**src/rtl/hazard_ctrl_pkg.sv**
```systemverilog
// Shared types and constants for the pipeline hazard controller:
// forwarding-select encoding, scoreboard entry layout and stage indices.
package hazard_ctrl_pkg;

    localparam int REG_AW_DEF = 5;

    // Scoreboard depth and stage slots, youngest first.
    localparam int SB_DEPTH = 3;
    localparam int SB_EX    = 0;
    localparam int SB_MEM   = 1;
    localparam int SB_WB    = 2;

    typedef enum logic [1:0] {
        FWD_RF    = 2'b00,
        FWD_EXMEM = 2'b01,
        FWD_MEMWB = 2'b10
    } fwd_sel_e;

    typedef struct packed {
        logic                  valid;
        logic [REG_AW_DEF-1:0] rd;
        logic                  we;
        logic                  is_load;
    } sb_entry_t;

    localparam sb_entry_t SB_EMPTY = '0;

    // Operand select for one source: the youngest in-flight producer wins,
    // and a producer already in WB is left to the regfile bypass.
    function automatic fwd_sel_e fwd_pick(input logic use_src,
                                          input logic hit_ex,
                                          input logic hit_mem);
        if (!use_src) return FWD_RF;
        if (hit_ex)   return FWD_EXMEM;
        if (hit_mem)  return FWD_MEMWB;
        return FWD_RF;
    endfunction

endpackage

```
**src/rtl/hazard_ctrl_if.sv**
```systemverilog
// Bundle of ID-stage instruction info, redirect input and the hazard
// controller's stall/flush/forward outputs.
interface hazard_ctrl_if #(
    parameter int REG_AW = 5,
    parameter int CNT_W  = 32
) ();
    import hazard_ctrl_pkg::*;

    logic              id_valid_i;
    logic [REG_AW-1:0] id_rs1_i;
    logic [REG_AW-1:0] id_rs2_i;
    logic              id_use_rs1_i;
    logic              id_use_rs2_i;
    logic [REG_AW-1:0] id_rd_i;
    logic              id_rd_we_i;
    logic              id_is_load_i;
    logic              ex_redirect_i;

    logic              stall_if_o;
    logic              stall_id_o;
    logic              flush_if_o;
    logic              flush_id_o;
    logic              bubble_ex_o;
    fwd_sel_e          fwd_rs1_o;
    fwd_sel_e          fwd_rs2_o;
    logic [CNT_W-1:0]  stall_cnt_o;

    // Pipeline side: supplies the ID instruction, consumes hazard decisions.
    modport master (
        output id_valid_i, id_rs1_i, id_rs2_i, id_use_rs1_i, id_use_rs2_i,
               id_rd_i, id_rd_we_i, id_is_load_i, ex_redirect_i,
        input  stall_if_o, stall_id_o, flush_if_o, flush_id_o, bubble_ex_o,
               fwd_rs1_o, fwd_rs2_o, stall_cnt_o
    );

    // Hazard controller side.
    modport slave (
        input  id_valid_i, id_rs1_i, id_rs2_i, id_use_rs1_i, id_use_rs2_i,
               id_rd_i, id_rd_we_i, id_is_load_i, ex_redirect_i,
        output stall_if_o, stall_id_o, flush_if_o, flush_id_o, bubble_ex_o,
               fwd_rs1_o, fwd_rs2_o, stall_cnt_o
    );

endinterface

```
**src/rtl/hazard_match.sv**
```systemverilog
// Register-dependency compare of one source index against one scoreboard
// entry. x0 is hardwired zero, so it never creates a dependency.
module hazard_match
    import hazard_ctrl_pkg::*;
(
    input  logic [REG_AW_DEF-1:0] src_i,
    input  sb_entry_t             entry_i,
    output logic                  hit_o
);

    assign hit_o = entry_i.valid && entry_i.we &&
                   (entry_i.rd == src_i) && (src_i != '0);

endmodule

```
**src/rtl/hazard_ctrl.sv**
```systemverilog
// In-order pipeline hazard controller: load-use stall, redirect flush,
// EX operand forwarding selects and a saturating load-use stall counter.
module hazard_ctrl
    import hazard_ctrl_pkg::*;
#(
    parameter int REG_AW = REG_AW_DEF,
    parameter int CNT_W  = 32
) (
    input  logic         clk,
    input  logic         rst_n,
    hazard_ctrl_if.slave hz
);

    // Scoreboard entries are laid out with a fixed index width.
    if (REG_AW != REG_AW_DEF) begin : g_aw_check
        $error("hazard_ctrl: REG_AW must equal REG_AW_DEF");
    end

    sb_entry_t        sb_q [SB_DEPTH];
    sb_entry_t        sb_d [SB_DEPTH];
    fwd_sel_e         fwd_rs1_q, fwd_rs1_d;
    fwd_sel_e         fwd_rs2_q, fwd_rs2_d;
    logic [CNT_W-1:0] stall_cnt_q, stall_cnt_d;

    logic rs1_hit_ex, rs2_hit_ex, rs1_hit_mem, rs2_hit_mem;
    logic luse;
    logic stall, flush, bubble;

    hazard_match u_rs1_ex  (.src_i(hz.id_rs1_i), .entry_i(sb_q[SB_EX]),  .hit_o(rs1_hit_ex));
    hazard_match u_rs2_ex  (.src_i(hz.id_rs2_i), .entry_i(sb_q[SB_EX]),  .hit_o(rs2_hit_ex));
    hazard_match u_rs1_mem (.src_i(hz.id_rs1_i), .entry_i(sb_q[SB_MEM]), .hit_o(rs1_hit_mem));
    hazard_match u_rs2_mem (.src_i(hz.id_rs2_i), .entry_i(sb_q[SB_MEM]), .hit_o(rs2_hit_mem));

    // A load in EX cannot forward in time to the ID instruction that reads it.
    assign luse = hz.id_valid_i && sb_q[SB_EX].is_load &&
                  ((hz.id_use_rs1_i && rs1_hit_ex) || (hz.id_use_rs2_i && rs2_hit_ex));

    // Pipeline control; a redirect squashes the stalled instruction anyway,
    // so it overrides a simultaneous load-use stall.
    always_comb begin
        stall  = 1'b0;
        flush  = 1'b0;
        bubble = 1'b0;
        if (hz.ex_redirect_i) begin
            flush  = 1'b1;
            bubble = 1'b1;
        end else if (luse) begin
            stall  = 1'b1;
            bubble = 1'b1;
        end
    end

    // Next-state: advance the scoreboard, pick forwarding for the instruction
    // entering EX, count load-use stall cycles without wrapping.
    always_comb begin
        sb_d[SB_WB]  = sb_q[SB_MEM];
        sb_d[SB_MEM] = sb_q[SB_EX];
        sb_d[SB_EX]  = SB_EMPTY;
        if (!bubble) begin
            sb_d[SB_EX].valid   = hz.id_valid_i;
            sb_d[SB_EX].rd      = hz.id_rd_i;
            sb_d[SB_EX].we      = hz.id_rd_we_i;
            sb_d[SB_EX].is_load = hz.id_is_load_i;
        end

        fwd_rs1_d = FWD_RF;
        fwd_rs2_d = FWD_RF;
        if (!bubble) begin
            fwd_rs1_d = fwd_pick(hz.id_use_rs1_i, rs1_hit_ex, rs1_hit_mem);
            fwd_rs2_d = fwd_pick(hz.id_use_rs2_i, rs2_hit_ex, rs2_hit_mem);
        end

        stall_cnt_d = stall_cnt_q;
        if (stall && !(&stall_cnt_q)) begin
            stall_cnt_d = stall_cnt_q + CNT_W'(1);
        end
    end

    // State registers with synchronous active-low reset.
    always_ff @(posedge clk) begin
        if (!rst_n) begin
            for (int i = 0; i < SB_DEPTH; i++) begin
                sb_q[i] <= SB_EMPTY;
            end
            fwd_rs1_q   <= FWD_RF;
            fwd_rs2_q   <= FWD_RF;
            stall_cnt_q <= '0;
        end else begin
            for (int i = 0; i < SB_DEPTH; i++) begin
                sb_q[i] <= sb_d[i];
            end
            fwd_rs1_q   <= fwd_rs1_d;
            fwd_rs2_q   <= fwd_rs2_d;
            stall_cnt_q <= stall_cnt_d;
        end
    end

    assign hz.stall_if_o  = stall;
    assign hz.stall_id_o  = stall;
    assign hz.flush_if_o  = flush;
    assign hz.flush_id_o  = flush;
    assign hz.bubble_ex_o = bubble;
    assign hz.fwd_rs1_o   = fwd_rs1_q;
    assign hz.fwd_rs2_o   = fwd_rs2_q;
    assign hz.stall_cnt_o = stall_cnt_q;

endmodule
```
**src/flat_wrapper.sv**
```systemverilog
// flat-port wrapper written by rule: the top's interface ports become plain ports
module hazard_ctrl_flat import hazard_ctrl_pkg::*;
#(
    parameter int REG_AW = REG_AW_DEF,
    parameter int CNT_W  = 32
)
  (clk, rst_n, hz_id_valid_i, hz_id_rs1_i, hz_id_rs2_i, hz_id_use_rs1_i, hz_id_use_rs2_i, hz_id_rd_i, hz_id_rd_we_i, hz_id_is_load_i, hz_ex_redirect_i, hz_stall_if_o, hz_stall_id_o, hz_flush_if_o, hz_flush_id_o, hz_bubble_ex_o, hz_fwd_rs1_o, hz_fwd_rs2_o, hz_stall_cnt_o);
  hazard_ctrl_if #(.REG_AW(REG_AW), .CNT_W(CNT_W)) hz_i ();
  input  logic clk;
  input  logic rst_n;
  input wire logic [$bits(hz_i.id_valid_i)-1:0] hz_id_valid_i;
  input wire logic [$bits(hz_i.id_rs1_i)-1:0] hz_id_rs1_i;
  input wire logic [$bits(hz_i.id_rs2_i)-1:0] hz_id_rs2_i;
  input wire logic [$bits(hz_i.id_use_rs1_i)-1:0] hz_id_use_rs1_i;
  input wire logic [$bits(hz_i.id_use_rs2_i)-1:0] hz_id_use_rs2_i;
  input wire logic [$bits(hz_i.id_rd_i)-1:0] hz_id_rd_i;
  input wire logic [$bits(hz_i.id_rd_we_i)-1:0] hz_id_rd_we_i;
  input wire logic [$bits(hz_i.id_is_load_i)-1:0] hz_id_is_load_i;
  input wire logic [$bits(hz_i.ex_redirect_i)-1:0] hz_ex_redirect_i;
  output wire logic [$bits(hz_i.stall_if_o)-1:0] hz_stall_if_o;
  output wire logic [$bits(hz_i.stall_id_o)-1:0] hz_stall_id_o;
  output wire logic [$bits(hz_i.flush_if_o)-1:0] hz_flush_if_o;
  output wire logic [$bits(hz_i.flush_id_o)-1:0] hz_flush_id_o;
  output wire logic [$bits(hz_i.bubble_ex_o)-1:0] hz_bubble_ex_o;
  output wire logic [$bits(hz_i.fwd_rs1_o)-1:0] hz_fwd_rs1_o;
  output wire logic [$bits(hz_i.fwd_rs2_o)-1:0] hz_fwd_rs2_o;
  output wire logic [$bits(hz_i.stall_cnt_o)-1:0] hz_stall_cnt_o;
  assign hz_i.id_valid_i = hz_id_valid_i;
  assign hz_i.id_rs1_i = hz_id_rs1_i;
  assign hz_i.id_rs2_i = hz_id_rs2_i;
  assign hz_i.id_use_rs1_i = hz_id_use_rs1_i;
  assign hz_i.id_use_rs2_i = hz_id_use_rs2_i;
  assign hz_i.id_rd_i = hz_id_rd_i;
  assign hz_i.id_rd_we_i = hz_id_rd_we_i;
  assign hz_i.id_is_load_i = hz_id_is_load_i;
  assign hz_i.ex_redirect_i = hz_ex_redirect_i;
  assign hz_stall_if_o = hz_i.stall_if_o;
  assign hz_stall_id_o = hz_i.stall_id_o;
  assign hz_flush_if_o = hz_i.flush_if_o;
  assign hz_flush_id_o = hz_i.flush_id_o;
  assign hz_bubble_ex_o = hz_i.bubble_ex_o;
  assign hz_fwd_rs1_o = hz_i.fwd_rs1_o;
  assign hz_fwd_rs2_o = hz_i.fwd_rs2_o;
  assign hz_stall_cnt_o = hz_i.stall_cnt_o;
  hazard_ctrl #(.REG_AW(REG_AW), .CNT_W(CNT_W)) u_core (.clk(clk), .rst_n(rst_n), .hz(hz_i));
endmodule
```
**config.mk**
```make
export PLATFORM = sky130hd
export DESIGN_NAME = hazard_ctrl_flat
export DESIGN_NICKNAME = d
export VERILOG_FILES = /design/src/rtl/hazard_ctrl_pkg.sv /design/src/rtl/hazard_ctrl_if.sv /design/src/rtl/hazard_match.sv /design/src/rtl/hazard_ctrl.sv /design/src/flat_wrapper.sv
export SDC_FILE = /design/constraint.sdc
export NUM_CORES = 1
export LEC_CHECK = 0
export CAP_MARGIN = 30
export CELL_PAD_IN_SITES_DETAIL_PLACEMENT = 1
export CELL_PAD_IN_SITES_GLOBAL_PLACEMENT = 1
export CORE_AREA = 2 2 88 90
export DETAILED_ROUTE_END_ITERATION = 10
export DIE_AREA = 0 0 90 92
export GPL_ROUTABILITY_DRIVEN = 0
export HOLD_SLACK_MARGIN = 0.08
export PLACE_DENSITY_LB_ADDON = 0.1
export SYNTH_ARGS = -nofsm -noshare
export SYNTH_HDL_FRONTEND = slang
export SYNTH_SLANG_ARGS = --single-unit
```
**constraint.sdc**
```tcl
create_clock -name clk -period 2.95 [get_ports clk]
set_clock_uncertainty 0.05 [all_clocks]
set_input_delay 0.59 -clock clk [delete_from_list [all_inputs] [get_ports clk]]
set_output_delay 0.59 -clock clk [all_outputs]
set_load 0.03 [all_outputs]
```
==> reports/metrics.cfg <==
[status]
outcome=finished, final reports clean

[clock_tree]
clk_pin_slew_ns=0.09
clk-insertion-delay-late_ns=0.31
holdBufCountCts=0
cts_tree=built
cts_max_path_buffers=2
ctsRootBufferMaster=clkbuf_8
clkSinkCount=51
h-tree-depth=2
numCtsBuffers=5

[sta]
hold_viol=0
setup_viol_count_final=0
setup_slack_ns=0.07882
tns_ns=0
slew_violations=0
rsz0062_at_grt=no
slew_headroom_pct=69.69
worst_slew_pin_slew_ns=0.4508
period_minus_slack_ns=2.871
timing.fmax_mhz=348.3
hold_ws_ns=0.4552
finalCritPeriodShare_pct=97.33

[layout]
layout_common_cells=clkdlybuf4s50_1, dfxtp_1, buf_4
final_util_pct=50.05
seqCellArea_mm2=0.001021
n_antenna_cell=0
nets=410
area_growth_syn_to_layout_pct=43.57
layout_commonest_cell=clkdlybuf4s50_1
drive_gt1_share_pct=16.84
multiInputGateArea_mm2=0.001543
nFillCells=893

[power_and_ir_drop]
vdd_drop_max_mv=0.1472
power_frac_comb_pct=9.7
swShare_pct=23.79
p_clk_share_pct=33.7
p_sw_mw=0.2950
internal_power_mw=0.9449
leakagePower_nw=1.285
power_density_mw_per_mm2=332.6
power.share.sequential_pct=56.6
total_power_mw=1.240

[synthesis]
synth-seq-area-share_pct=39.33
async_flop_share_pct=0
synth_seq_cells=51
synth-edff-count=0
synthCells=301
ys.flop_type=dfxtp_1
synthDistinctLibCells=42
syn_nets=325
ys_warn_count=0
synthesis.area_mm2=0.002596
syn_avg_cell_area_um2=8.625

[hold_path]
min_from=u_core.sb_q[0][1]$_SDFF_PP0_
min_path_type=flop to flop
min_path_cells=1
min_to=u_core.sb_q[0][9]$_SDFF_PN0_

[placement]
io_buffers=63
dp.final_hpwl_um=5775
dpl_worst_slack_ns=-0.6562

[die]
die_x_um=90
core_area_mm2=0.007447
start_util_pct=34.86
die_h_um=92
fp.dieArea_mm2=0.008280
pin_count=64
rows=32

[detailed_routing]
drtIter0Drc=82
postRouteWirelength_um=7753
wl_per_cell_um=15.89
drtPass1Iterations=4
vias_per_cell=5.377
route.detailed.drc=0
vias=2624
drtAntennaViolNets=0

[setup_path]
cp.arrival_ns=2.23
r2r-end=u_core.hz.stall_cnt_o[30]$_SDFFE_PN0P_
crit_path_max_fanout=2
rr_worst_depth=5
path_class=input pin to output port
start_kind=input pin
r2r_setup_slack_ns=0.53
worst_ep_required_time_ns=2.31
r2r_start=u_core.hz.stall_cnt_o[15]$_SDFFE_PN0P_
crit_path_end_kind=output port

[global_route]
gr-usage-all-layers_pct=19.12
grt_pass1_vias=2631
grt-ovfl-total=0
grt_antenna_before_repair=0
grt_pass1_wl_um=12840
grt_max_degree=41

[job]
max_cap_viol_count=0

## layout make-up
type                    count  area share [%]
well taps                 102           3.424
repair buffers             98           24.77
clock buffers               6           2.216
flip-flops and latches     51           27.39
inverters                   6          0.6714
clock inverters             1          0.1343
multi-input cells         224           41.39
## worst max path at each step
stage / slack [ns] / start / endpoint
finish: 0.08 / hz_id_rs1_i[0] / hz_bubble_ex_o
CTS: 0.02 / hz_id_rs2_i[4] / hz_stall_if_o
floorplan: 0.18 / hz_id_rs1_i[1] / hz_bubble_ex_o
global route: 0.009 / hz_id_rs1_i[0] / hz_bubble_ex_o
detailed placement: -0.66 / hz_id_rs2_i[1] / hz_bubble_ex_o
global placement: -0.59 / hz_id_rs2_i[1] / hz_bubble_ex_o
## sequential cells by signal, indices dropped and copies added, names as in the netlist
name / count
u_core.sb_q: 15
u_core.hz.stall_cnt_o: 32
u_core.hz.fwd_rs2_o: 2
u_core.hz.fwd_rs1_o: 2
## routing by layer
metal / global-route usage (%) / vias to the layer above / share of wire, % / wire (um)
met1: 26.47 / 1285 / 49 / 3786
li1: - / 1282 / - / -
met3: 3.780 / 6 / 4.2 / 323
met5: 0 / - / 0 / 0
met2: 30.58 / 51 / 46 / 3567
met4: 5.000 / 0 / 0.98 / 76
## per-stage QoR
step	std cells	cell area (um^2)
3_3_place_gp	479	3530
3_5_place_dp	479	3530
6_report	488	3727
2_1_floorplan	301	2596
4_1_cts	488	3685
5_1_grt	488	3727
## Yosys cell counts, drive strengths merged (7+ instances only)
cell | n | area share [%]
o21ai | 9 | 1.7
nor4 | 8 | 1.9
nand4 | 14 | 3.6
o31ai | 11 | 3.2
or4 | 15 | 4.5
buf | 9 | 2.3
dfxtp | 51 | 39
xnor2 | 14 | 4.7
and2 | 7 | 1.7
mux2i | 9 | 3.5
and3 | 12 | 2.9
a21oi | 19 | 3.7
nor3 | 9 | 1.7
nand2 | 20 | 2.9
nand2b | 9 | 2.2
nand3 | 16 | 3.1
nor2 | 8 | 1.2
clkbuf | 11 | 1.6
## power by group through the flow
stage | combinational [mW] | sequential (mW) | clock, mW
3_3_place_gp | 0.113 | 0.718 | 0
5_1_grt | 0.131 | 0.703 | 0.468
6_report | 0.120 | 0.702 | 0.418
3_5_place_dp | 0.116 | 0.718 | 0
2_1_floorplan | 0.0480 | 0.715 | 0
4_1_cts | 0.118 | 0.702 | 0.429
## worst max-delay path, cell delays in order
cell	delay (ns)
clkdlybuf4s50_1	0.50
xnor2_1	0.13
nand4_1	0.14
or2_2	0.35
o22ai_4	0.17
a31oi_4	0.12
inv_1	0.07
buf_4	0.15
## logic make-up (layout without fill, tap and decap cells)
kind of cell    after synthesis  in the layout  share of synthesized area, %
buf+inv                      26            111                         4.771
xor+xnor                     20             20                         6.747
mux                           9              9                         3.470
compound gates               53             53                         12.77
fa+ha+maj                     1              1                        0.4819
simple gates                141            141                         32.43
flops                        51             51                         39.33
## what timing repair did
action                                  CTS  global route
endpoints found under the hold margin     0             0
pin swaps                                 8             5
gates cloned                              0             0
gates resized for setup                  29             8
buffers inserted                          2             0
endpoints found under the setup margin    3            12
Power figures use the tool's default switching activity.
==> RTL edit 1, RTL diff (config.mk and constraints unchanged) <==
`REG_AW_DEF`: 5 -> 6.
--- a/src/rtl/hazard_ctrl_pkg.sv
+++ b/src/rtl/hazard_ctrl_pkg.sv
@@ -3,5 +3,5 @@
 package hazard_ctrl_pkg;
 
-    localparam int REG_AW_DEF = 5;
+    localparam int REG_AW_DEF = 6;
 
     // Scoreboard depth and stage slots, youngest first.
Ports: changed (resized hz_id_rd_i, hz_id_rs1_i and hz_id_rs2_i); port bits go from 64 to 67. The function was not compared with the original's and may differ.
==> RTL edit 1 against the original RTL <==
Sequential cell count up 2. Non-clock buffer count up 7. Synthesized area down 1.2%. Power up 1.9%. Final area down 0.20%. Setup slack worse by 0.028 ns. Wire length down 3.7%. Via count down 3.5%. Critical path type unchanged. Critical endpoint is now hz_stall_id_o.
==> RTL edit 1: results (changes against the original RTL) <==
metric,value,unit,change
status,finished clean,,unchanged
fin nets,414,,was 410
r2r worst-path depth,9,,was 5
DRT iter0 DRCs,73,,was 82
critical path arrival,2.26,ns,was 2.23 ns
Non-clock inverters,4,,was 6
Synth Net Count,319,,was 325
Non-clock buffering overhead,0.264,,was 0.248
wl on met1,3370,um,was 3790 um
first-pass GRT wire length,12700,um,was 12800 um
Cells after DPL,477,,was 479
DP HPWL,5700,um,was 5780 um
CP endpoint,hz_stall_id_o,,was hz_bubble_ex_o
Final clock-cell share,0.0222,,was 0.0235
most frequent cells after synthesis,"53 x dfxtp_1, 28 x a21oi_1, 22 x or3_1",,"was 51 x dfxtp_1, 20 x nand2_1, 19 x a21oi_1"
number of global-route vias before repair,2668,,was 2631
Seq/total area,0.285,,was 0.274
WL/cell,15.2,um,was 15.9 um
Hold Crit Endpoint,u_core.sb_q[0][10]$_SDFF_PN0_,,was u_core.sb_q[0][9]$_SDFF_PN0_
share of cells above drive strength 1,0.191,,was 0.168
worst setup path start,hz_id_rs1_i[2],,was hz_id_rs1_i[0]
# port buffers,66,,was 63
WL met2,3720,um,was 3570 um
largest net degree at the start of global routing,28,,was 41
sequential share of power,0.578,,was 0.566
post-route insts no fill,490,,was 488
met3 WL post-DR,277,um,was 323 um
==> RTL edit 1: changes by cell type after synthesis, sizes merged, moves of 4 or more <==
| cell | before | now |
|---|---|---|
| nand3 | 16 | 12 |
| mux2i | 9 | 3 |
| o21ai | 9 | 21 |
| xor2 | 6 | 11 |
| or4 | 15 | 11 |
| nor3 | 9 | 3 |
| or3 | 6 | 22 |
| nand2b | 9 | 2 |
| a21oi | 19 | 28 |
| nand2 | 20 | 16 |
==> RTL edit 1: kinds of logic after synthesis <==
logic type,share of synthesized area
fa+ha+maj,0.00488
mux,0.0117
simple gates,0.311
buf+inv,0.0400
compound gates,0.134
flops,0.414
xor+xnor,0.0854
==> RTL edit 1: power groups by stage <==
stage,Sequential (mW),Clock [mW],Combinational [mW]
final,0.730,0.403,0.130
after floorplan,0.744,0,0.0497
after global placement,0.747,0,0.123
after detailed placement,0.747,0,0.126
after CTS,0.730,0.425,0.128
after global routing,0.732,0.450,0.141
==> RTL edit 2, RTL diff (same settings) <==
Made on the original files. Reset style: asynchronous (`rst_n`), changed in one clocked block. Comments in the files are not updated.
--- a/src/rtl/hazard_ctrl.sv
+++ b/src/rtl/hazard_ctrl.sv
@@ -78,5 +78,5 @@
 
     // State registers with synchronous active-low reset.
-    always_ff @(posedge clk) begin
+    always_ff @(posedge clk or negedge rst_n) begin
         if (!rst_n) begin
             for (int i = 0; i < SB_DEPTH; i++) begin
Formal check against the unedited RTL: differs if rst_n is asserted again (counterexample within 4 cycles, from zero or initial values and one cycle with rst_n low); with rst_n held inactive, the same outputs for 10 cycles.
==> RTL edit 2 against the original RTL <==
Combinational power increased by 28%. Global-route usage shrank 1.2 points. Synthesized cell count is 26% lower. Final area rose by 4.3%. Wire length decreased by 1.6%. Register-to-register slack got worse by 0.30 ns. Sequential power up 3.0%. Setup slack got worse by 0.067 ns. Synthesized area down 1.0%. Sequential cell count unchanged. Maximum frequency shrank 2.3%. Power increased by 17%. Critical endpoint unchanged. Largest power group unchanged. Highest routed layer unchanged.
==> RTL edit 2: results (changes against the original RTL) <==
metric,value,unit,change
Final clock-cell share,0.0341,,was 0.0235
"delay-heaviest family, CP",simple AND/OR/NAND/NOR gates,,was buffers and inverters
Internal Pwr Total,1.13,mW,was 0.945 mW
worst setup path start,hz_id_rs1_i[2],,was hz_id_rs1_i[0]
multiplexer share of the synthesized area,0.00438,,was 0.0347
pre-CTS WS,-0.524,ns,was -0.656 ns
critical path arrival,2.30,ns,was 2.23 ns
clock share of power,0.394,,was 0.337
met3 usage,0.0394,,was 0.0378
max_slew headroom,0.550,,was 0.697
Non-clock buffering overhead,0.254,,was 0.248
overall routing resource usage,0.179,,was 0.191
WL met2,3780,um,was 3570 um
RR Startpoint,u_core.sb_d[10]$_DFF_PN0_,,was u_core.hz.stall_cnt_o[15]$_SDFFE_PN0P_
DP HPWL,5090,um,was 5780 um
Non-clk bufs,110,,was 98
r2r worst-path depth,10,,was 5
Vias/cell,5.00,,was 5.38
placed inst area,3480,um2,was 3530 um2
"Max stage delay cell, worst path",or4_4,,was clkdlybuf4s50_1
Fill cells,819,,was 893
Register Area,1280,um2,was 1020 um2
Non-clock inverters,2,,was 6
share of cell area taken by multi-input logic gates,0.348,,was 0.414
fin nets,355,,was 410
met3 WL post-DR,288,um,was 323 um
VDD IR max,0.156,mV,was 0.147 mV
share of cells above drive strength 1,0.298,,was 0.168
WL/cell,17.6,um,was 15.9 um
Synth Area in Adders,0.00487,,was 0.00482
first-pass GRT wire length,11800,um,was 12800 um
GR Util met1,0.241,,was 0.265
static leakage,1.67,nW,was 1.29 nW
largest net degree at the start of global routing,52,,was 41
post-synthesis sequential area ratio,0.497,,was 0.393
Worst Hold Class,in2async,,was reg2reg
grt met2 use,0.294,,was 0.306
Mapped Avg Cell Area,11.6,um2,was 8.63 um2
most frequent cells after synthesis,"51 x dfrtp_1, 34 x xnor2_1, 20 x nand4_1",,"was 51 x dfxtp_1, 20 x nand2_1, 19 x a21oi_1"
RR Endpoint,u_core.hz.stall_cnt_o[1]$_DFFE_PN0P_,,was u_core.hz.stall_cnt_o[30]$_SDFFE_PN0P_
CP peak stage delay,0.55,ns,was 0.50 ns
share of the core filled with cells,0.522,,was 0.501
top post-synthesis cells by area,"dfrtp_1 50%, xnor2_1 12%, xor2_1 5.8%, nand4_1 4.9%, nand3_2 3.1%",,"was dfxtp_1 39%, xnor2_1 4.7%, or4_1 4.0%, a21oi_1 3.7%, mux2i_1 3.5%"
wl on met1,3420,um,was 3790 um
status,finished clean,,unchanged
multi-input gate count,161,,was 224
Total Power,1.45,mW,was 1.24 mW
r2r setup slk,0.23,ns,was 0.53 ns
Fin Hold WS,0.348,ns,was 0.455 ns
number of global-route vias before repair,2303,,was 2631
RTL edit 2: cell types whose count changed after synthesis, moves of 9 or more:
| cell | change |
|---|---|
| nand2b_1 | -9 |
| mux2i_1 | -9 |
| o21ai_0 | -9 |
| dfrtp_1 | +51 |
| clkbuf_1 | -11 |
| a21oi_1 | -19 |
| dfxtp_1 | -51 |
| o31ai_1 | -11 |
| or4_1 | -12 |
| xnor2_1 | +20 |
| xor2_1 | +11 |
RTL edit 2: how the worst max path moves through the flow:
stage,to,slack (ns),cells after the start
2_1_floorplan,hz_stall_if_o,0.24,6
3_3_place_gp,hz_bubble_ex_o,-0.48,8
3_5_place_dp,hz_bubble_ex_o,-0.52,8
4_1_cts,hz_stall_id_o,0.001,8
5_1_grt,hz_stall_id_o,-0.05,8
6_report,hz_bubble_ex_o,0.01,9
RTL edit 2: timing repair:
item                       in CTS  in global routing
resized for setup              30                 25
hold buffers                    0                  0
buffers inserted               12                  7
pin swaps                       8                 10
setup endpoints to repair       3                  3
